$ cat config.mk
export PLATFORM = sky130hd
export DESIGN_NAME = sa_data_skew_flat
export DESIGN_NICKNAME = d
export VERILOG_FILES = /design/src/rtl/sa_data_skew_pkg.sv /design/src/rtl/sa_data_skew_if.sv /design/src/rtl/sa_data_skew_line.sv /design/src/rtl/sa_data_skew.sv /design/src/flat_wrapper.sv
export SDC_FILE = /design/constraint.sdc
export NUM_CORES = 1
export LEC_CHECK = 0
export BUFFER_PORTS_ARGS = -buffer_cell sky130_fd_sc_hd__buf_2
export CAP_MARGIN = 20
export CORE_MARGIN = 2
export CORE_UTILIZATION = 55
export CTS_BUF_LIST = sky130_fd_sc_hd__clkbuf_4
export DETAILED_ROUTE_END_ITERATION = 8
export GPL_ROUTABILITY_DRIVEN = 0
export HOLD_SLACK_MARGIN = 0.08
export PLACE_DENSITY_LB_ADDON = 0.05
export SLEW_MARGIN = 10
export SYNTH_ARGS = -nofsm -noshare
export SYNTH_HDL_FRONTEND = slang
export SYNTH_HIERARCHICAL = 1
export SYNTH_SLANG_ARGS = --single-unit
$ cat constraint.sdc
create_clock -name clk -period 2.95 [get_ports clk]
set_input_delay 0.59 -clock clk [delete_from_list [all_inputs] [get_ports clk]]
set_output_delay 0.59 -clock clk [all_outputs]
set_load 0.02 [all_outputs]
$ cat src/rtl/sa_data_skew_pkg.sv
// Shared parameters, FSM state encoding and sizing helper for the systolic-array
// data-setup stage.
package sa_data_skew_pkg;

  localparam int SA_SIZE_DEF = 16;
  localparam int DATA_W_DEF  = 8;
  localparam int ADDR_W_DEF  = 10;

  typedef enum logic [1:0] {
    S_IDLE  = 2'd0,
    S_FEED  = 2'd1,
    S_DRAIN = 2'd2,
    S_DONE  = 2'd3
  } sa_state_e;

  // Bits needed to count 0..n-1 (never less than one bit).
  function automatic int cnt_width(input int n);
    return (n < 2) ? 1 : $clog2(n);
  endfunction

endpackage

$ cat src/rtl/sa_data_skew_if.sv
// Controller / feature-buffer / array-edge signal bundle of the data-setup stage.
// The slave side is the skew stage itself; the master side is its environment.
interface sa_data_skew_if #(
  parameter int SA_SIZE = 16,
  parameter int DATA_W  = 8,
  parameter int ADDR_W  = 10
);
  logic                        data_enable_i;
  logic [ADDR_W-1:0]           num_vec_i;
  logic                        rd_en_o;
  logic [ADDR_W-1:0]           rd_addr_o;
  logic [SA_SIZE*DATA_W-1:0]   rd_data_i;
  logic [SA_SIZE*DATA_W-1:0]   a_data_o;
  logic [SA_SIZE-1:0]          a_valid_o;
  logic                        data_last_o;
  logic                        conv_done_o;

  modport slave (
    input  data_enable_i, num_vec_i, rd_data_i,
    output rd_en_o, rd_addr_o, a_data_o, a_valid_o, data_last_o, conv_done_o
  );

  modport master (
    output data_enable_i, num_vec_i, rd_data_i,
    input  rd_en_o, rd_addr_o, a_data_o, a_valid_o, data_last_o, conv_done_o
  );
endinterface

$ cat src/rtl/sa_data_skew_line.sv
// One lane of the west-edge skew: DEPTH-stage {valid,data} shift register that
// shifts every cycle; data is forced to zero whenever valid is low.
module sa_data_skew_line #(
  parameter int DEPTH  = 1,
  parameter int DATA_W = 8
) (
  input  logic              clk,
  input  logic              rst_n,
  input  logic              valid_i,
  input  logic [DATA_W-1:0] data_i,
  output logic              valid_o,
  output logic [DATA_W-1:0] data_o
);

  logic [DEPTH-1:0]             valid_q;
  logic [DEPTH-1:0]             valid_d;
  logic [DEPTH-1:0][DATA_W-1:0] data_q;
  logic [DEPTH-1:0][DATA_W-1:0] data_d;

  // Next-stage values: capture into stage 0, shift the rest by one.
  always_comb begin
    valid_d = '0;
    data_d  = '0;
    valid_d[0] = valid_i;
    if (valid_i) begin
      data_d[0] = data_i;
    end else begin
      data_d[0] = '0;
    end
    for (int i = 1; i < DEPTH; i++) begin
      valid_d[i] = valid_q[i-1];
      data_d[i]  = data_q[i-1];
    end
  end

  // Stage registers.
  always_ff @(posedge clk) begin
    if (!rst_n) begin
      valid_q <= '0;
      data_q  <= '0;
    end else begin
      valid_q <= valid_d;
      data_q  <= data_d;
    end
  end

  assign valid_o = valid_q[DEPTH-1];
  assign data_o  = data_q[DEPTH-1];

endmodule

$ cat src/rtl/sa_data_skew.sv
// Data-setup stage: reads one activation vector per enabled cycle and skews lane k
// by k cycles into the systolic array, reporting last-read and drain-complete pulses.
module sa_data_skew
  import sa_data_skew_pkg::*;
#(
  parameter int SA_SIZE = SA_SIZE_DEF,
  parameter int DATA_W  = DATA_W_DEF,
  parameter int ADDR_W  = ADDR_W_DEF
) (
  input  logic            clk,
  input  logic            rst_n,
  sa_data_skew_if.slave   bus
);

  localparam int CNT_W = cnt_width(SA_SIZE + 1);

  sa_state_e          state_q, state_d;
  logic [ADDR_W-1:0]  addr_q, addr_d;
  logic [ADDR_W-1:0]  num_vec_q, num_vec_d;
  logic [CNT_W-1:0]   drain_q, drain_d;
  logic               rd_vld_q, rd_vld_d;
  logic               conv_done_q, conv_done_d;
  logic               rd_en;
  logic               last_rd;

  // Next-state, read strobe and last-read decode.
  always_comb begin
    state_d   = state_q;
    addr_d    = addr_q;
    num_vec_d = num_vec_q;
    drain_d   = drain_q;
    rd_en     = 1'b0;
    last_rd   = 1'b0;
    case (state_q)
      S_IDLE: begin
        addr_d  = '0;
        drain_d = '0;
        if (bus.data_enable_i) begin
          if (bus.num_vec_i != '0) begin
            rd_en     = 1'b1;
            num_vec_d = bus.num_vec_i;
            if (bus.num_vec_i == ADDR_W'(1)) begin
              last_rd = 1'b1;
              state_d = S_DRAIN;
            end else begin
              addr_d  = ADDR_W'(1);
              state_d = S_FEED;
            end
          end else begin
            state_d = S_DONE;
          end
        end else begin
          state_d = S_IDLE;
        end
      end
      S_FEED: begin
        if (bus.data_enable_i) begin
          rd_en = 1'b1;
          if (addr_q == (num_vec_q - ADDR_W'(1))) begin
            last_rd = 1'b1;
            drain_d = '0;
            state_d = S_DRAIN;
          end else begin
            addr_d = addr_q + ADDR_W'(1);
          end
        end else begin
          state_d = S_FEED;
        end
      end
      // Hold here until the last element has cleared lane SA_SIZE-1.
      S_DRAIN: begin
        if (drain_q == CNT_W'(SA_SIZE)) begin
          drain_d = '0;
          state_d = S_DONE;
        end else begin
          drain_d = drain_q + CNT_W'(1);
        end
      end
      S_DONE: begin
        addr_d  = '0;
        state_d = S_IDLE;
      end
      default: begin
        addr_d  = '0;
        drain_d = '0;
        state_d = S_IDLE;
      end
    endcase
    rd_vld_d    = rd_en;
    conv_done_d = (state_d == S_DONE);
  end

  // Control registers.
  always_ff @(posedge clk) begin
    if (!rst_n) begin
      state_q     <= S_IDLE;
      addr_q      <= '0;
      num_vec_q   <= '0;
      drain_q     <= '0;
      rd_vld_q    <= 1'b0;
      conv_done_q <= 1'b0;
    end else begin
      state_q     <= state_d;
      addr_q      <= addr_d;
      num_vec_q   <= num_vec_d;
      drain_q     <= drain_d;
      rd_vld_q    <= rd_vld_d;
      conv_done_q <= conv_done_d;
    end
  end

  assign bus.rd_en_o     = rd_en;
  assign bus.rd_addr_o   = addr_q;
  assign bus.data_last_o = last_rd;
  assign bus.conv_done_o = conv_done_q;

  // Lane k: capture register plus k delay stages, fed by the returned read word.
  for (genvar k = 0; k < SA_SIZE; k++) begin : g_lane
    sa_data_skew_line #(
      .DEPTH  (k + 1),
      .DATA_W (DATA_W)
    ) u_line (
      .clk     (clk),
      .rst_n   (rst_n),
      .valid_i (rd_vld_q),
      .data_i  (bus.rd_data_i[k*DATA_W +: DATA_W]),
      .valid_o (bus.a_valid_o[k]),
      .data_o  (bus.a_data_o[k*DATA_W +: DATA_W])
    );
  end

endmodule

$ cat src/flat_wrapper.sv
// flat-port wrapper written by rule: the top's interface ports become plain ports
module sa_data_skew_flat import sa_data_skew_pkg::*;
#(
  parameter int SA_SIZE = SA_SIZE_DEF,
  parameter int DATA_W  = DATA_W_DEF,
  parameter int ADDR_W  = ADDR_W_DEF
)
  (clk, rst_n, bus_data_enable_i, bus_num_vec_i, bus_rd_data_i, bus_rd_en_o, bus_rd_addr_o, bus_a_data_o, bus_a_valid_o, bus_data_last_o, bus_conv_done_o);
  sa_data_skew_if #(.SA_SIZE(SA_SIZE), .DATA_W(DATA_W), .ADDR_W(ADDR_W)) bus_i ();
  input  logic clk;
  input  logic rst_n;
  input wire logic [$bits(bus_i.data_enable_i)-1:0] bus_data_enable_i;
  input wire logic [$bits(bus_i.num_vec_i)-1:0] bus_num_vec_i;
  input wire logic [$bits(bus_i.rd_data_i)-1:0] bus_rd_data_i;
  output wire logic [$bits(bus_i.rd_en_o)-1:0] bus_rd_en_o;
  output wire logic [$bits(bus_i.rd_addr_o)-1:0] bus_rd_addr_o;
  output wire logic [$bits(bus_i.a_data_o)-1:0] bus_a_data_o;
  output wire logic [$bits(bus_i.a_valid_o)-1:0] bus_a_valid_o;
  output wire logic [$bits(bus_i.data_last_o)-1:0] bus_data_last_o;
  output wire logic [$bits(bus_i.conv_done_o)-1:0] bus_conv_done_o;
  assign bus_i.data_enable_i = bus_data_enable_i;
  assign bus_i.num_vec_i = bus_num_vec_i;
  assign bus_i.rd_data_i = bus_rd_data_i;
  assign bus_rd_en_o = bus_i.rd_en_o;
  assign bus_rd_addr_o = bus_i.rd_addr_o;
  assign bus_a_data_o = bus_i.a_data_o;
  assign bus_a_valid_o = bus_i.a_valid_o;
  assign bus_data_last_o = bus_i.data_last_o;
  assign bus_conv_done_o = bus_i.conv_done_o;
  sa_data_skew #(.SA_SIZE(SA_SIZE), .DATA_W(DATA_W), .ADDR_W(ADDR_W)) u_core (.clk(clk), .rst_n(rst_n), .bus(bus_i));
endmodule
==> flow_metrics.env, run 1 <==
export IMPL_drive_above_1_share=0.237
export IMPL_worst_slack_ns=-1.12
export IMPL_criticalPathCategory="flop to output pin"
export IMPL_r2r_end="u_core/bus.rd_addr_o[5]$_SDFFE_PN0P_"
export IMPL_p_sw_w=0.00641
export IMPL_cp_depth=9
export IMPL_drc=0
export IMPL_htreeDepth=5
export IMPL_p_seq_frac=0.558
export IMPL_fin_nets=3605
export IMPL_cellLeakagePower_nw=19.0
export IMPL_r2r_start="u_core/num_vec_q[0]$_SDFFE_PN0P_"
export IMPL_final_setup_viol_count=3
export IMPL_period_share=1.38
export IMPL_path_clk_slew_ns=0.06
export IMPL_postSynth_asyncResetShare=0
export IMPL_synth_edf_count=0
export IMPL_crit_family="simple AND/OR/NAND/NOR gates"
export IMPL_pwr_share_comb=0.027
export IMPL_max_freq_ghz=0.246
export IMPL_hold_start="bus_rd_data_i[111]"
export IMPL_syn_area_um2=34800
export IMPL_crit_path_max_fanout=5
export IMPL_ys_seq_elements=1253
export IMPL_grt_max_degree=176
export IMPL_io_pins=298
export IMPL_drt_iter0_drc=845
export IMPL_maxCapViolations=0
export IMPL_post_place_cells=3819
export IMPL_yosys_most_used_dff="dfxtp_1"
export IMPL_path_cells="buf_4 -> or4_1 -> or3_1 -> a31oi_2 -> a21boi_0 -> nor2_1 -> a21oi_1 -> nor2_2 -> buf_6"
export IMPL_syn_area_per_cell_um2=12.5
export IMPL_drtAntennaViolNets=0
export IMPL_start_util=0.554
export IMPL_die_width_um=256
export IMPL_numCtsBuffers=319
export IMPL_final_area_um2=42000
export IMPL_io_buffers=297
export IMPL_grt_remaining_overflow=0
export IMPL_wl_per_cell_um=12.0
export IMPL_crit_start="u_core/num_vec_q[0]$_SDFFE_PN0P_"
export IMPL_cts_path_max_buffers=4
export IMPL_start_kind="flop"
export IMPL_clock_power_share=0.415
export IMPL_grt_pass1_vias=19900
export IMPL_routed_wl_um=53500
export IMPL_reg2reg_depth=12
export IMPL_crit_buf_inv=2
export IMPL_vias=19700
export IMPL_violations="negative setup slack"
export IMPL_min_delay_worst_endpoint="u_core/g_lane[13].u_line/data_d[15]$_SDFF_PN0_"
export IMPL_cts_root_buf="clkbuf_4"
export IMPL_fin_cells=4468
export IMPL_syn_nets=2924
export IMPL_outcome="finished, violations left"
export IMPL_clk_latency_ns=1.05
export IMPL_hold_viol_final=0
export IMPL_p_int_w=0.0243
export IMPL_tritoncts="built"
export IMPL_layout_min_cycle_time_ns=4.07
export IMPL_peakVddDrop_mv=0.400
export IMPL_cpPeakStageDelay_ns=0.64
export IMPL_grt_pass1_wl_um=89400
export IMPL_power_density_nw_per_um2=731
export IMPL_synthDistinctLibCells=58
export IMPL_cp_arrival_ns=3.48
export IMPL_worstPathRequired_ns=2.36
export IMPL_cts_sinks=1253
export IMPL_final_cell_mix="dfxtp_1 (1249), and2_1 (1076), clkbuf_4 (440)"
export IMPL_die_h_um=256
export IMPL_worst_setup_path_end_kind="output pin"
export IMPL_drv_slew=0
export IMPL_hpwl_um=28100
export IMPL_area_growth_pct=20.7
export IMPL_rows=92
export IMPL_postPlaceCellArea_um2=36800
export IMPL_grt_use_total=0.165
export IMPL_fin_util=0.669
export IMPL_rsz0062_at_grt="true"
export IMPL_r2r_setup_slack_ns=-0.02
export IMPL_synthCells=2779
export IMPL_hp_class="input pin to flop"
export IMPL_via_per_inst=4.42
export IMPL_clock_skew_ns=0.0693
export IMPL_crit_slowest_cell="or4_1"
export IMPL_final_common_cell="dfxtp_1"
export IMPL_drt_pass1_iter_count=5
export IMPL_synth_warnings=6
export IMPL_swShare=0.209
export IMPL_slew_headroom=0.594
export IMPL_min_path_cells=3
export IMPL_coreArea_um2=62900
export IMPL_tightest_slew_ns=0.600
export IMPL_yosysSeqAreaShare=0.721
export IMPL_antenna_found_initial=3
export IMPL_dieArea_um2=65300
final cells by class:
class | instances | area (um2)
sequential | 1253 | 25100
clock inverter | 40 | 178
fill | 4907 | 20800
timing repair buffer | 486 | 3410
tap | 846 | 1060
inverter | 6 | 22.5
multi-input combinational | 1394 | 8950
clock buffer | 440 | 3300
antenna | 3 | 7.51
cell families after synthesis:
| kind of cell | share of synthesized area |
|---|---|
| AOI/OAI and AO/OA | 0.0116 |
| xor gates and xnor gates | 0.00277 |
| adders and majority gates | 0.00144 |
| buffers and inverters | 0.0240 |
| DFF | 0.721 |
| muxes | 0.00201 |
| and+or+nand+nor | 0.238 |
power by group through the flow:
stage          clock (W)  sequential [W]  combinational, W
3_3_place_gp           0          0.0175          0.000617
6_report          0.0128          0.0171          0.000836
3_5_place_dp           0          0.0175          0.000643
2_1_floorplan          0          0.0175          0.000412
4_1_cts           0.0134          0.0171          0.000813
5_1_grt           0.0143          0.0171          0.000925
registers in the layout (all words and copies together), names as in the netlist:
register,flops
u_core/bus.conv_done_o,1
u_core/num_vec_q,10
u_core/drain_q,5
u_core/g_lane.u_line/data_o,128
u_core/g_lane.u_line/data_d,960
u_core/state_q,2
u_core/g_lane.u_line/valid_q,135
u_core/bus.rd_addr_o,10
u_core/g_lane.u_line/valid_o,1
u_core/rd_vld_q,1
how the worst max path moves through the flow:
stage          slack, ns              end
2_1_floorplan     -0.002  bus_data_last_o
3_3_place_gp       -0.04  bus_data_last_o
3_5_place_dp       -0.07  bus_data_last_o
4_1_cts            -1.21  bus_data_last_o
5_1_grt            -1.32  bus_data_last_o
6_report           -1.12  bus_data_last_o
cell usage after synthesis (4+ instances only):
master / count / area, um2
nor2b_1: 14 / 87.6
dfxtp_1: 1253 / 25100
buf_4: 10 / 75.1
and2_1: 1076 / 6730
buf_2: 57 / 285
xnor2_1: 7 / 61.3
nor3_1: 6 / 30.0
ha_1: 4 / 50.1
a21oi_1: 14 / 70.1
mux2i_1: 7 / 70.1
and3_1: 111 / 694
a21boi_0: 6 / 45.0
or3_2: 7 / 52.6
and2_2: 22 / 165
inv_1: 6 / 22.5
buf_6: 23 / 259
nand4_1: 6 / 37.5
o21ai_2: 8 / 70.1
o21ai_0: 9 / 45.0
and3_2: 19 / 143
clkbuf_2: 30 / 150
nand3_1: 4 / 20.0
or3_1: 5 / 31.3
xor2_1: 4 / 35.0
nor2_1: 11 / 41.3
nand2_1: 15 / 56.3
stage by stage:
stage | TNS [ns] | worst slack [ns] | power [W] | hold slack [ns]
after floorplan | -0.00230 | -0.00230 | 0.0179 | 0.412
after global placement | -0.0432 | -0.0432 | 0.0181 | 0.413
after detailed placement | -0.0743 | -0.0743 | 0.0181 | 0.417
after CTS | -1.39 | -1.21 | 0.0313 | 0.134
after global routing | -1.78 | -1.32 | 0.0324 | 0.208
final | -1.16 | -1.12 | 0.0307 | 0.321
repair_timing:
action                                  in CTS  in global routing
pin swaps                                    5                  6
hold buffers                               157                  0
resized for setup                            3                 12
endpoints found under the setup margin       2                 11
buffers inserted                             3                  6
hold endpoints to repair                   210                  0
cloned                                       0                  0
per-layer routing:
metal	track usage	wire length, um
met5	0	0
met3	0.0602	2990
met4	0.0963	1740
met1	0.186	23200
met2	0.268	25600
worst register-to-register path: cells and delay by family (launching register included):
kind,cells,cell delay [ns]
simple gates,4,1.23
fa+ha+maj,1,0.13
buf+inv,4,0.56
compound gates,3,0.64
flops,1,0.33
Power figures use the tool's default switching activity.
==> run 2: changes to the inputs <==
--- a/config.mk
+++ b/config.mk
@@ -8,8 +8,9 @@
 export BUFFER_PORTS_ARGS = -buffer_cell sky130_fd_sc_hd__buf_2
 export CAP_MARGIN = 20
 export CORE_MARGIN = 2
-export CORE_UTILIZATION = 55
+export CORE_UTILIZATION = 54
 export CTS_BUF_LIST = sky130_fd_sc_hd__clkbuf_4
+export CTS_CLUSTER_SIZE = 16
 export DETAILED_ROUTE_END_ITERATION = 8
 export GPL_ROUTABILITY_DRIVEN = 0
 export HOLD_SLACK_MARGIN = 0.08
@@ -17,5 +18,4 @@
 export SLEW_MARGIN = 10
 export SYNTH_ARGS = -nofsm -noshare
 export SYNTH_HDL_FRONTEND = slang
-export SYNTH_HIERARCHICAL = 1
 export SYNTH_SLANG_ARGS = --single-unit
==> run 2 against run 1 <==
The run still ends with negative setup slack left. Clock power down 9%. Core utilization about the same. First-iteration DRC count down 14%. Die area down 7.6%. Global-route usage down 0.29 points. Largest cell class unchanged. Highest routed layer unchanged.
==> flow_metrics.env, run 2 <==
export IMPL_synth_top_area_cell="dfxtp_1"
export IMPL_drive_above_1_share=0.229
export IMPL_nFillCells=4514
export IMPL_crit_path_max_fanout=4
export IMPL_violations="negative setup slack"
export IMPL_dieArea_um2=60300
export IMPL_clock_skew_ns=0.0546
export IMPL_post_place_cells=3496
export IMPL_synthCells=2583
export IMPL_tightest_slew_ns=0.766
export IMPL_crit_top_cell="buf_4"
export IMPL_vias=18200
export IMPL_clk_latency_ns=1.04
export IMPL_syn_nets=2728
export IMPL_synthTopCellsByArea="dfxtp_1 (72%), and2_1 (19%), and3_1 (2.6%)"
export IMPL_max_freq_ghz=0.264
export IMPL_holdWs_ns=0.304
export IMPL_synthDistinctLibCells=58
export IMPL_crit_family="simple AND/OR/NAND/NOR gates"
export IMPL_io_buffers=297
export IMPL_coreArea_um2=57700
export IMPL_drv_slew=0
export IMPL_routed_wl_um=48600
export IMPL_ys_seq_elements=1133
export IMPL_path_clk_slew_ns=0.07
export IMPL_seq_area_um2=22700
export IMPL_power_density_nw_per_um2=729
export IMPL_worst_slack_ns=-0.836
export IMPL_period_share=1.28
export IMPL_crit_slowest_cell="dfxtp_4"
export IMPL_wl_per_cell_um=11.8
export IMPL_synth_top_area_frac=0.719
export IMPL_tritoncts="built"
export IMPL_cts_path_max_buffers=4
export IMPL_die_h_um=246
export IMPL_rows=88
export IMPL_multiInputGateArea_um2=8170
export IMPL_syn_area_um2=31500
export IMPL_grt_pass1_wl_um=80200
export IMPL_worstPathRequired_ns=2.36
export IMPL_worst_setup_path_end_kind="output pin"
export IMPL_tns_ns=-0.960
export IMPL_netlist_top_cells_count="dfxtp_1 (1133), and2_1 (977), clkbuf_1 (141)"
export IMPL_synth_warnings=0
export IMPL_drt_pass1_iter_count=5
export IMPL_fin_nets=3350
export IMPL_start_util=0.546
export IMPL_final_setup_viol_count=4
export IMPL_final_cell_mix="dfxtp_1 (1130), and2_1 (977), clkbuf_4 (406)"
export IMPL_cellLeakagePower_nw=17.5
export IMPL_synth_xor_area_frac=0.00445
export IMPL_crit_buf_inv=3
export IMPL_cp_arrival_ns=3.20
export IMPL_die_width_um=246
export IMPL_outcome="finished, violations left"
export IMPL_postSynth_asyncResetShare=0
export IMPL_criticalPathCategory="flop to output pin"
export IMPL_synth_edf_count=0
export IMPL_synth_most_common_cell="dfxtp_1"
export IMPL_synth_adder_area_share=0.00159
export IMPL_hp_class="input pin to flop"
export IMPL_grt_remaining_overflow=0
export IMPL_cts_sinks=1133
export IMPL_synth_compound_area_share=0.0135
export IMPL_drt_iter0_drc=729
export IMPL_layout_min_cycle_time_ns=3.79
export IMPL_grt_max_degree=275
export IMPL_yosysSeqAreaShare=0.719
export IMPL_via_per_inst=4.42
export IMPL_path_cells="inv_4 -> ha_4 -> nor4b_4 -> buf_4 -> a31o_2 -> o22ai_1 -> o21a_4 -> nor3_4 -> a21oi_2 -> nor2_1 -> buf_4"
export IMPL_synth_top_family_by_area="simple AND/OR/NAND/NOR gates"
export IMPL_slew_headroom=0.490
export IMPL_syn_area_per_cell_um2=12.2
export IMPL_cts_root_buf="clkbuf_4"
export IMPL_hold_viol_final=0
export IMPL_numCtsBuffers=293
export IMPL_start_kind="flop"
export IMPL_synth_mux_area_fraction=0.00254
export IMPL_maxCapViolations=0
export IMPL_drtAntennaViolNets=0
export IMPL_io_pins=298
export IMPL_yosys_most_used_dff="dfxtp_1"
export IMPL_yosys_area_share_simple=0.234
export IMPL_grt_pass1_vias=18200
export IMPL_final_common_cell="dfxtp_1"
export IMPL_rsz0062_at_grt="true"
export IMPL_cpPeakStageDelay_ns=0.36
export IMPL_area_growth_pct=22.3
export IMPL_fin_cells=4124
export IMPL_htreeDepth=5
export IMPL_largest_register_ffs=960
export IMPL_antenna_found_initial=2
export IMPL_grt_use_total=0.162
export IMPL_peakVddDrop_mv=0.430
export IMPL_drc=0
export IMPL_hpwl_um=25000
==> run 2: cell types whose count changed after synthesis, sizes merged, moves of 4 or more <==
cell    previous run  this run
clkbuf            33       142
buf               93        20
a21boi             7         0
nand3              4        11
o31ai              1         7
o21ai             18         9
nor2              11        20
dfxtp           1253      1133
or3               13         3
nor3               6        10
inv                6        10
nor2b             14         2
and2            1098       977
==> run 2: routing by layer <==
metal  vias to the layer above  track usage  share of wire
li1                       9419            -              -
met5                         -            0              0
met1                      8145        0.179           0.43
met3                       140       0.0701          0.070
met2                       533        0.257           0.47
met4                         0       0.0995          0.033
==> run 2: path summary, 6_finish.rpt <==
path,from,end,slack [ns],cells after the start
max reg2reg,u_core.state_q[1]$_SDFF_PN0_,u_core.num_vec_q[3]$_SDFFE_PN0P_,-0.04,8
min,bus_data_enable_i,u_core.state_q[1]$_SDFF_PN0_,0.30,4
min reg2reg,u_core.g_lane[4].u_line.data_d[18]$_SDFF_PN0_,u_core.g_lane[4].u_line.data_d[26]$_SDFF_PN0_,0.38,1
max,u_core.num_vec_q[0]$_SDFFE_PN0P_,bus_data_last_o,-0.84,11
==> run 2: cell families after synthesis <==
family / Yosys count
xor+xnor: 16
fa+ha+maj: 4
mux: 8
buf+inv: 174
compound gates: 58
simple gates: 1190
flops: 1133
==> run 2: through the flow <==
step | util | instance area (um2) | total power (W) | setup WS (ns)
2_1_floorplan | - | 31500 | 0.0162 | 0.0957
3_3_place_gp | 0.580 | 33400 | 0.0164 | 0.143
3_5_place_dp | 0.580 | 33400 | 0.0165 | -0.00234
4_1_cts | 0.666 | 38400 | 0.0286 | -0.852
5_1_grt | 0.668 | 38500 | 0.0296 | -1.09
6_report | 0.668 | 38500 | 0.0281 | -0.836
==> run 2: worst register-to-register path, stage by stage, from the launching register on <==
cell           delay [ns]
dfxtp_1              0.39
nand2b_1             0.30
nor2_1               0.41
o21ai_1              0.15
buf_4                0.22
mux2i_1              0.12
dlygate4sd3_1        0.60
nor2_1               0.16
dlygate4sd3_1        0.58
==> run 2: power by group <==
part,internal [W],switching (W)
Combinational,0.000444,0.000459
Clock,0.00633,0.00537
Sequential,0.0154,0.0000729
Total,0.0222,0.00590
==> run 2: cell type report <==
type,count,share of cell area
flip-flops and latches,1133,0.589
clock inverters,39,0.00454
diodes,4,0.000260
repair buffers,491,0.0896
well taps,765,0.0248
clock buffers,406,0.0791
multi-input cells,1276,0.212
inverters,10,0.00110
==> run 2: what timing repair did <==
action	in CTS	in global routing
buffers inserted	3	5
hold buffers	170	0
pin swaps	6	3
endpoints found under the hold margin	271	0
setup endpoints to repair	1	9
gates resized for setup	14	9
